## config.mk

```make
export PLATFORM = sky130hd
export DESIGN_NAME = boot_loader_flat
export DESIGN_NICKNAME = d
export VERILOG_FILES = /design/src/rtl/boot_loader_pkg.sv /design/src/rtl/boot_loader_if.sv /design/src/rtl/boot_loader_wr_port_reg.sv /design/src/rtl/boot_loader.sv /design/src/flat_wrapper.sv
export SDC_FILE = /design/constraint.sdc
export NUM_CORES = 1
export LEC_CHECK = 0
export CORE_MARGIN = 5
export CORE_UTILIZATION = 53
export DETAILED_ROUTE_END_ITERATION = 16
export PLACE_DENSITY = 0.86
export SLEW_MARGIN = 5
export SYNTH_ARGS = -nofsm -noshare
export SYNTH_HDL_FRONTEND = slang
export SYNTH_HIERARCHICAL = 1
export SYNTH_SLANG_ARGS = --single-unit
```

## constraint.sdc

```tcl
create_clock -name clk -period 6.3 [get_ports clk]
set_input_delay 0.945 -clock clk [delete_from_list [all_inputs] [get_ports clk]]
set_output_delay 0.945 -clock clk [all_outputs]
set_load 0.01 [all_outputs]
```

## src/rtl/boot_loader_pkg.sv

```systemverilog
// Shared rv32i parameter set, loader FSM state encodings and BRAM byte stride.
package boot_loader_pkg;

   localparam int RV32I_XLEN       = 32;
   localparam int RV32I_ADDR_WIDTH = 10;

   // BRAM words are 32-bit, addressed by byte
   localparam int BYTE_STRIDE = 4;
   localparam int WORD_SHIFT  = 2;

   typedef enum logic [2:0] {
      ST_IDLE    = 3'd0,
      ST_LOAD_D  = 3'd1,
      ST_LOAD_I  = 3'd2,
      ST_RELEASE = 3'd3,
      ST_DONE    = 3'd4
   } state_e;

endpackage

```

## src/rtl/boot_loader_if.sv

```systemverilog
// Word stream in plus the data and instruction BRAM write ports.
interface boot_loader_if
   import boot_loader_pkg::*;
#(
   parameter int DATA_WIDTH = RV32I_XLEN,
   parameter int ADDR_WIDTH = RV32I_ADDR_WIDTH
);

   logic                  s_valid;
   logic [DATA_WIDTH-1:0] s_data;
   logic                  s_ready;

   logic [ADDR_WIDTH-1:0] d_w_addr;
   logic [DATA_WIDTH-1:0] d_w_dat;
   logic                  d_w_enb;

   logic [ADDR_WIDTH-1:0] i_w_addr;
   logic [DATA_WIDTH-1:0] i_w_dat;
   logic                  i_w_enb;

   // slave: the loader (consumes the stream, owns the write ports)
   modport slave (
      input  s_valid, s_data,
      output s_ready,
      output d_w_addr, d_w_dat, d_w_enb,
      output i_w_addr, i_w_dat, i_w_enb
   );

   // master: the stream source and the memories behind the write ports
   modport master (
      output s_valid, s_data,
      input  s_ready,
      input  d_w_addr, d_w_dat, d_w_enb,
      input  i_w_addr, i_w_dat, i_w_enb
   );

endinterface

```

## src/rtl/boot_loader_wr_port_reg.sv

```systemverilog
// Registered BRAM write-port stage; address/data hold their last written value.
module boot_loader_wr_port_reg #(
   parameter int DATA_WIDTH = 32,
   parameter int ADDR_WIDTH = 10
) (
   input  logic                  clk,
   input  logic                  rst_n,
   input  logic                  enb_d_i,
   input  logic [ADDR_WIDTH-1:0] addr_d_i,
   input  logic [DATA_WIDTH-1:0] dat_d_i,
   output logic                  enb_o,
   output logic [ADDR_WIDTH-1:0] addr_o,
   output logic [DATA_WIDTH-1:0] dat_o
);

   logic                  enb_q;
   logic [ADDR_WIDTH-1:0] addr_q;
   logic [DATA_WIDTH-1:0] dat_q;

   always_ff @(posedge clk or negedge rst_n) begin
      if (!rst_n) begin
         enb_q  <= 1'b0;
         addr_q <= '0;
         dat_q  <= '0;
      end else begin
         enb_q <= enb_d_i;
         if (enb_d_i) begin
            addr_q <= addr_d_i;
            dat_q  <= dat_d_i;
         end
      end
   end

   assign enb_o  = enb_q;
   assign addr_o = addr_q;
   assign dat_o  = dat_q;

endmodule

```

## src/rtl/boot_loader.sv

```systemverilog
// Boot loader: streams data words then instruction words into two BRAMs
// while holding the CPU stalled, then releases it.
module boot_loader
   import boot_loader_pkg::*;
#(
   parameter int DATA_WIDTH = RV32I_XLEN,
   parameter int ADDR_WIDTH = RV32I_ADDR_WIDTH,
   parameter int CNT_WIDTH  = ADDR_WIDTH - 1
) (
   input  logic                 clk,
   input  logic                 rst_n,
   input  logic                 start_i,
   input  logic                 abort_i,
   input  logic [CNT_WIDTH-1:0] d_count_i,
   input  logic [CNT_WIDTH-1:0] i_count_i,
   output logic                 cpu_stall_o,
   output logic                 busy_o,
   output logic                 done_o,
   output logic                 err_o,
   boot_loader_if.slave         bus
);

   localparam int                   IDX_WIDTH   = ADDR_WIDTH - WORD_SHIFT;
   localparam int                   DEPTH_WORDS = 1 << IDX_WIDTH;
   localparam logic [CNT_WIDTH-1:0] DEPTH_CNT   = CNT_WIDTH'(DEPTH_WORDS);

   state_e                 state_q, state_d;
   logic [IDX_WIDTH-1:0]   idx_q, idx_d;
   logic [CNT_WIDTH-1:0]   d_cnt_q, d_cnt_d;
   logic [CNT_WIDTH-1:0]   i_cnt_q, i_cnt_d;
   logic                   err_q, err_d;

   logic                   d_over, i_over;
   logic [CNT_WIDTH-1:0]   d_sat, i_sat;
   logic                   in_load;
   logic                   beat;
   logic [CNT_WIDTH-1:0]   cur_cnt;
   logic                   last_beat;

   // index 0 = data port, index 1 = instruction port
   logic [1:0]             wr_enb_d;
   logic [ADDR_WIDTH-1:0]  wr_addr_d;
   logic [DATA_WIDTH-1:0]  wr_dat_d;
   logic [1:0]             wr_enb_q;
   logic [ADDR_WIDTH-1:0]  wr_addr_q [2];
   logic [DATA_WIDTH-1:0]  wr_dat_q  [2];

   assign d_over = (d_count_i > DEPTH_CNT);
   assign i_over = (i_count_i > DEPTH_CNT);
   assign d_sat  = d_over ? DEPTH_CNT : d_count_i;
   assign i_sat  = i_over ? DEPTH_CNT : i_count_i;

   assign in_load   = (state_q == ST_LOAD_D) || (state_q == ST_LOAD_I);
   assign beat      = in_load && bus.s_valid;
   assign cur_cnt   = (state_q == ST_LOAD_I) ? i_cnt_q : d_cnt_q;
   assign last_beat = ((CNT_WIDTH'(idx_q) + CNT_WIDTH'(1)) == cur_cnt);

   assign wr_addr_d = ADDR_WIDTH'(idx_q) * ADDR_WIDTH'(BYTE_STRIDE);
   assign wr_dat_d  = bus.s_data;

   always_ff @(posedge clk or negedge rst_n) begin
      if (!rst_n) begin
         state_q <= ST_IDLE;
         idx_q   <= '0;
         d_cnt_q <= '0;
         i_cnt_q <= '0;
         err_q   <= 1'b0;
      end else begin
         state_q <= state_d;
         idx_q   <= idx_d;
         d_cnt_q <= d_cnt_d;
         i_cnt_q <= i_cnt_d;
         err_q   <= err_d;
      end
   end

   always_comb begin
      state_d  = state_q;
      idx_d    = idx_q;
      d_cnt_d  = d_cnt_q;
      i_cnt_d  = i_cnt_q;
      err_d    = err_q;
      wr_enb_d = 2'b00;

      unique case (state_q)
         ST_IDLE, ST_DONE: begin
            if (start_i) begin
               d_cnt_d = d_sat;
               i_cnt_d = i_sat;
               idx_d   = '0;
               err_d   = d_over || i_over;
               if (d_sat != '0)      state_d = ST_LOAD_D;
               else if (i_sat != '0) state_d = ST_LOAD_I;
               else                  state_d = ST_RELEASE;
            end
         end

         ST_LOAD_D, ST_LOAD_I: begin
            // abort outranks a concurrent beat: that word is never written
            if (abort_i) begin
               state_d = ST_IDLE;
               err_d   = 1'b1;
            end else if (beat) begin
               wr_enb_d[(state_q == ST_LOAD_I) ? 1 : 0] = 1'b1;
               if (last_beat) begin
                  idx_d = '0;
                  if (state_q == ST_LOAD_D && i_cnt_q != '0) state_d = ST_LOAD_I;
                  else                                       state_d = ST_RELEASE;
               end else begin
                  idx_d = idx_q + IDX_WIDTH'(1);
               end
            end
         end

         ST_RELEASE: begin
            if (abort_i) begin
               state_d = ST_IDLE;
               err_d   = 1'b1;
            end else begin
               state_d = ST_DONE;
            end
         end

         default: state_d = ST_IDLE;
      endcase
   end

   for (genvar gi = 0; gi < 2; gi++) begin : g_wr_port
      boot_loader_wr_port_reg #(
         .DATA_WIDTH (DATA_WIDTH),
         .ADDR_WIDTH (ADDR_WIDTH)
      ) u_wr_port (
         .clk      (clk),
         .rst_n    (rst_n),
         .enb_d_i  (wr_enb_d[gi]),
         .addr_d_i (wr_addr_d),
         .dat_d_i  (wr_dat_d),
         .enb_o    (wr_enb_q[gi]),
         .addr_o   (wr_addr_q[gi]),
         .dat_o    (wr_dat_q[gi])
      );
   end

   assign bus.s_ready  = in_load;
   assign bus.d_w_enb  = wr_enb_q[0];
   assign bus.d_w_addr = wr_addr_q[0];
   assign bus.d_w_dat  = wr_dat_q[0];
   assign bus.i_w_enb  = wr_enb_q[1];
   assign bus.i_w_addr = wr_addr_q[1];
   assign bus.i_w_dat  = wr_dat_q[1];

   // the CPU owns the data BRAM only once the load has completed
   assign cpu_stall_o = (state_q != ST_DONE);
   assign done_o      = (state_q == ST_DONE);
   assign busy_o      = in_load || (state_q == ST_RELEASE);
   assign err_o       = err_q;

endmodule

```

## src/flat_wrapper.sv

```systemverilog
// flat-port wrapper written by rule: the top's interface ports become plain ports
module boot_loader_flat import boot_loader_pkg::*;
#(
   parameter int DATA_WIDTH = RV32I_XLEN,
   parameter int ADDR_WIDTH = RV32I_ADDR_WIDTH,
   parameter int CNT_WIDTH  = ADDR_WIDTH - 1
)
  (clk, rst_n, start_i, abort_i, d_count_i, i_count_i, cpu_stall_o, busy_o, done_o, err_o, bus_s_valid, bus_s_data, bus_s_ready, bus_d_w_addr, bus_d_w_dat, bus_d_w_enb, bus_i_w_addr, bus_i_w_dat, bus_i_w_enb);
  boot_loader_if #(.DATA_WIDTH(DATA_WIDTH), .ADDR_WIDTH(ADDR_WIDTH)) bus_i ();
  input  logic clk;
  input  logic rst_n;
  input  logic start_i;
  input  logic abort_i;
  input  logic [CNT_WIDTH-1:0] d_count_i;
  input  logic [CNT_WIDTH-1:0] i_count_i;
  output logic cpu_stall_o;
  output logic busy_o;
  output logic done_o;
  output logic err_o;
  input wire logic [$bits(bus_i.s_valid)-1:0] bus_s_valid;
  input wire logic [$bits(bus_i.s_data)-1:0] bus_s_data;
  output wire logic [$bits(bus_i.s_ready)-1:0] bus_s_ready;
  output wire logic [$bits(bus_i.d_w_addr)-1:0] bus_d_w_addr;
  output wire logic [$bits(bus_i.d_w_dat)-1:0] bus_d_w_dat;
  output wire logic [$bits(bus_i.d_w_enb)-1:0] bus_d_w_enb;
  output wire logic [$bits(bus_i.i_w_addr)-1:0] bus_i_w_addr;
  output wire logic [$bits(bus_i.i_w_dat)-1:0] bus_i_w_dat;
  output wire logic [$bits(bus_i.i_w_enb)-1:0] bus_i_w_enb;
  assign bus_i.s_valid = bus_s_valid;
  assign bus_i.s_data = bus_s_data;
  assign bus_s_ready = bus_i.s_ready;
  assign bus_d_w_addr = bus_i.d_w_addr;
  assign bus_d_w_dat = bus_i.d_w_dat;
  assign bus_d_w_enb = bus_i.d_w_enb;
  assign bus_i_w_addr = bus_i.i_w_addr;
  assign bus_i_w_dat = bus_i.i_w_dat;
  assign bus_i_w_enb = bus_i.i_w_enb;
  boot_loader #(.DATA_WIDTH(DATA_WIDTH), .ADDR_WIDTH(ADDR_WIDTH), .CNT_WIDTH(CNT_WIDTH)) u_core (.clk(clk), .rst_n(rst_n), .start_i(start_i), .abort_i(abort_i), .d_count_i(d_count_i), .i_count_i(i_count_i), .cpu_stall_o(cpu_stall_o), .busy_o(busy_o), .done_o(done_o), .err_o(err_o), .bus(bus_i));
endmodule
```

=== Word level (Yosys, flattened, before mapping) ===
Cells that the tools add are included.

* Bits of input ports: 55
* Output and inout port bits: 91
* Word-level logic and storage cells: 74
* Register bits after elaboration: 112

* Equal/unequal tests: 12
* Add/sub/neg operators: 2
* Muxes and demuxes: 26
* Magnitude comparators: 4
* Reduce and logical (&&, ||, !) cells: 19

{| class="wikitable"
|+ Operators by type and width
! kind !! number
|-
| >= comparator 32 x 1 -> 1 bit (second input constant) || 1
|-
| less-than comparator 32 x 3 -> 1 bit (second input constant) || 1
|-
| two-way mux 8 bit || 4
|-
| two-way mux 9 bit || 3
|-
| nonzero test 9 bit || 3
|-
| > comparator 9 bit (second input constant) || 2
|-
| two-way mux 3 bit || 6
|-
| one-hot mux 8 bit (2 select lines) || 1
|-
| adder 8 x 1 -> 9 bit (second input constant) || 1
|-
| equality test 9 bit || 1
|-
| one-hot mux 3 bit (3 select lines) || 1
|-
| adder 8 x 1 -> 8 bit (second input constant) || 1
|-
| equality test 3 x 2 -> 1 bit (second input constant) || 2
|-
| two-way mux 1 bit || 6
|-
| two-way mux 2 bit || 3
|-
| inequality test 3 x 2 -> 1 bit (second input constant) || 2
|-
| AND reduction 3 bit || 2
|-
| inequality test 2 x 1 -> 1 bit (second input constant) || 2
|-
| inequality test 2 bit (second input constant) || 2
|-
| AND reduction 4 bit || 1
|-
| nonzero test 2 bit || 2
|-
| OR reduction 2 bit || 2
|-
| equality test 3 x 1 -> 1 bit (second input constant) || 1
|-
| equality test 3 bit (second input constant) || 1
|-
| other kinds (8) || 12
|}

=== Logic depth before layout (Yosys ltp) ===
* Depth after elaboration: 9
* Mapped depth: 9
* Gate-level depth less buffers: 7

=== By module ===
The synthesis kept the hierarchy.

{| class="wikitable"
|+ Modules (own cells, without submodules)
! module !! seq. area each (µm²) !! cells each !! instances !! area each (µm²)
|-
| boot_loader_wr_port_reg || 1076.0 || 90 || 2 || 1790.5
|-
| boot_loader || 750.7 || 212 || 1 || 1901.8
|}

=== Worst setup path before layout ===
No wires, ideal clock.

* Kind: reg2reg
* Start: register u_core.state_q[0]
* End: register u_core.idx_q[4]
* Path slack: 3.956 ns
* Cell stages (with the launch flop): 10
* Arrival: 2.203 ns
* Cells stage by stage: dfrtp_1 buf_6 nor3b_2 buf_6 mux2i_1 xor2_1 or4_1 buf_2 o31ai_4 o211ai_1

* Longest elaborated chain between the ends: 7
* Elaborated cells on any way between the ends: 19
* Those cells by class: eq/ne (7); mux (5); reduce/logical (7)

{| class="wikitable"
|+ RTL lines
! item !! line !! text
|-
| from (decl) || boot_loader.sv:27 || <nowiki>state_e state_q, state_d;</nowiki>
|-
| from (signal assigned) || boot_loader.sv:69 || <nowiki>state_q <= state_d;</nowiki>
|-
| equality test 3 x 2 -> 1 bit || boot_loader.sv:53, boot_loader.sv:55, boot_loader.sv:85 ||
|-
| two-way mux 9 bit || boot_loader.sv:55 || <nowiki>assign cur_cnt = (state_q == ST_LOAD_I) ? i_cnt_q : d_cnt_q;</nowiki>
|-
| equality test 9 bit || boot_loader.sv:56 || <nowiki>assign last_beat = ((CNT_WIDTH'(idx_q) + CNT_WIDTH'(1)) == cur_cnt);</nowiki>
|-
| two-way mux 8 bit || boot_loader.sv:105 || <nowiki>if (last_beat) begin</nowiki>
|-
| two-way mux 8 bit || boot_loader.sv:103 || <nowiki>end else if (beat) begin</nowiki>
|-
| two-way mux 8 bit || boot_loader.sv:100 || <nowiki>if (abort_i) begin</nowiki>
|-
| one-hot mux 8 bit (2 select lines) || boot_loader.sv:85 || <nowiki>unique case (state_q)</nowiki>
|-
| to (signal assigned) || boot_loader.sv:70 || <nowiki>idx_q <= idx_d;</nowiki>
|-
| to (decl) || boot_loader.sv:28 || <nowiki>logic [IDX_WIDTH-1:0] idx_q, idx_d;</nowiki>
|}

Several ways; a longest one is shown, not always the timed one. The select of a mux whose other input is x is not followed.
A chain may end at the register's enable or synchronous reset.

=== Final worst setup path ===
* Start: register u_core.state_q[1]
* End: register u_core.idx_q[6]

Same word-level chain as after synthesis.

==> summary.md <==
| Metric | Value |
|---|---|
| Synth Area in Compound Gates | `0.0584` |
| Worst setup path start | `u_core/state_q[1]` |
| Synth Area in Simple Gates | `0.0920` |
| Row cnt | `37` |
| CTS HTree Levels | `4` |
| # Post-CTS Setup Buffers | `0` |
| Crit path largest cell delay | `0.74 ns` |
| Design area | `7520 sq um` |
| Worst-Skew Late Latency | `0.50 ns` |
| Data required time of the worst path | `6.65 ns` |
| Most common flop cell mapped by yosys | `dfrtp_1` |
| Count of maximum capacitance violations | `0` |
| Post-place instance area | `6900 sq um` |
| # resized after CTS | `0` |
| DIE WIDTH | `112 microns` |
| Initial Util | `0.538` |
| Seq cells post-synth | `116` |
| Final worst-path cycle share | `0.501` |
| Critical Path Start Type | `flip-flop` |
| Routability congestion estimate from global placement | `0.784` |
| Tmin final | `3.16 ns` |
| Ports | `146` |
| PwrDens | `426 nW/um^2` |
| DRT iter0 DRCs | `253` |
| DRC Markers | `0` |
| Vias in the first global route | `4047` |
| Power, Total | `3.20 mW` |
| Clk sinks | `116` |
| Reg power frac | `0.355` |
| Largest net degree at the start of global routing | `86` |
| Clock transition at path regs | `0.06 ns` |
| CP cell instances | `nor3b_2, mux2i_1, xor2_1, or4_1, o311ai_0, o211ai_1` |
| Ant diodes | `0` |
| Final TNS setup | `0 ns` |
| CTS hold repair buffers | `0` |
| GRT overflow | `0` |
| Worst Hold Class | `in2async` |
| Post-DR vias/cell | `5.36` |
| Post-synth EDFFs | `0` |
| CP endpoint kind | `flip-flop` |
| Clock network fraction of total power | `0.311` |
| Synth Area in XOR/XNOR | `0.0235` |
| RSZ-0062 raised after global routing | `no` |
| Clock Tree Buf Depth | `2` |
| WL/cell | `19.1 microns` |
| CTS root buffer | `clkbuf_8` |
| CTS Buf Count | `17` |
| Antenna violations before repair | `0` |
| Buf/Inv on CP | `0` |
| Switch share | `0.294` |
| Commonest non-fill, non-tap cell in the layout | `clkdlybuf4s50_1` |
| # port buffers | `145` |
| Synth unique cells | `45` |
| Layout cell share with drive strength beyond 1 | `0.231` |
| CP arrival | `3.51 ns` |
| Post-synthesis adder-cell area fraction | `0.00228` |
| Synthesized area | `5480 sq um` |
| Synthesized instance count | `392` |
| GRT Total Usage | `0.213` |
| Critical Path Fanout Max | `10` |
| Synth warn | `6` |
| Final ANT Viol Nets | `0` |
| Relative slew slack | `0.293` |
| Hold Vio Cnt, Final | `0` |
| Die height | `112 microns` |
| Largest family of logic cells by synthesized area | `multiplexers` |
| Most frequent cells in the layout | `clkdlybuf4s50_1, dfrtp_1, mux2_4` |
| Nets | `597` |
| Die area | `12500 sq um` |
| Final Max Slew Viols | `0` |
| FMAX | `317 MHz` |
| TritonRoute pass-1 iters | `4` |
| Post-route setup slack | `3.14 ns` |
| Register area share after synthesis | `0.529` |
| Sw power | `0.941 mW` |
| Core footprint | `10200 sq um` |
| First-pass GRT wire length | `21.4 mm` |
| Vias | `3699` |
| Run status | `complete, no violations` |
| Worst path slowest cell | `nor3b_2` |
| Post-synthesis mux area share | `0.246` |
| Cell family with most CP delay | `simple AND/OR/NAND/NOR gates` |
| Place WS | `2.86 ns` |
| CTS tree | `done` |
| Number of setup violations in the final report | `0` |
| Ys async rst share | `1.00` |
| Slew @ Worst Pin | `1.06 ns` |
| Type of the worst setup path | `reg2reg` |
| Gate power share | `0.334` |
| R2R Path Start | `u_core/state_q[1]` |
| Syn Area/Cell | `14.0 sq um` |
| Power Internal | `2.26 mW` |
| Leak Pwr | `3.29 nW` |
| Filler cells | `659` |
| Synth-to-layout area growth | `37.2%` |
| Max VDD drop | `0.212 mV` |
| Routed WL | `13.2 mm` |
| Clock Skew | `0.00781 ns` |
| DP HPWL | `9.08 mm` |
-- final timing paths --
| kind | endpoint | slack (ns) | cells past startpoint |
|---|---|---|---|
| max in group asynchronous | u_core/i_cnt_q[0] | 4.55 | 2 |
| max | u_core/idx_q[6] | 3.14 | 6 |
| min | u_core/g_wr_port[0].u_wr_port/dat_o[2] | 0.36 | 1 |
| min reg2reg | u_core/d_cnt_q[1] | 0.49 | 2 |
| max reg2reg | u_core/idx_q[6] | 3.14 | 6 |
| min in group clk | u_core/d_cnt_q[1] | 0.49 | 2 |
-- flip-flops by register name, summed over array words and instances, names as in the netlist --
| name | cells |
|---|---|
| u_core/d_cnt_q | 9 |
| u_core/g_wr_port.u_wr_port/addr_o | 20 |
| u_core/idx_q | 8 |
| u_core/i_cnt_q | 9 |
| u_core/err_o | 1 |
| u_core/state_q | 3 |
| u_core/g_wr_port.u_wr_port/enb_o | 2 |
| u_core/g_wr_port.u_wr_port/dat_o | 64 |
-- Yosys cell counts (all sizes together), types with 6 or more instances --
library cell | count | area share
buf | 15 | 0.041
clkbuf | 6 | 0.0041
dfrtp | 116 | 0.53
mux2 | 87 | 0.23
mux2i | 7 | 0.013
nand2 | 38 | 0.026
nand2b | 21 | 0.024
nor2 | 10 | 0.0068
o21ai | 23 | 0.021
-- power by group through the flow --
stage	Sequential [mW]	Clock [mW]	Combinational (mW)
6_report	1.14	0.995	1.07
3_3_place_gp	1.13	0	1.03
3_5_place_dp	1.14	0	1.06
4_1_cts	1.14	1.01	1.08
2_1_floorplan	1.18	0	0.524
5_1_grt	1.16	1.05	1.14
-- area by class of cell --
cell class	count	area, sq um	area share
clock inverter	14	201	0.0268
clock buffer	18	418	0.0556
inverter	4	15.0	0.00200
tap	136	170	0.0226
multi-input combinational	254	2340	0.312
sequential	116	2900	0.386
timing repair buffer	148	1470	0.196
-- kinds of logic after synthesis --
logic type | count (synthesis)
XOR/XNOR | 10
multiplexers | 94
other | 1
buffers and inverters | 25
AND/OR/NAND/NOR | 98
flip-flops | 116
adder cells (fa/ha/maj) | 1
AO/OA/AOI/OAI | 47
-- metrics by stage --
step | hold slack [ns] | utilization | instances
2_1_floorplan | 0.446 | - | 395
3_3_place_gp | 0.461 | 0.678 | 658
3_5_place_dp | 0.472 | 0.678 | 658
4_1_cts | 0.355 | 0.739 | 690
5_1_grt | 0.374 | 0.739 | 690
6_report | 0.359 | 0.739 | 690
-- metal layers --
| metal | vias up | wire [microns] | track usage |
|---|---|---|---|
| met5 | - | 0 | 0 |
| met4 | 0 | 206 | 0.0762 |
| met3 | 16 | 790 | 0.0522 |
| met2 | 153 | 6720 | 0.365 |
| met1 | 1841 | 5460 | 0.263 |
| li1 | 1689 | - | - |
Note: power is estimated with default switching activity, not from simulation.
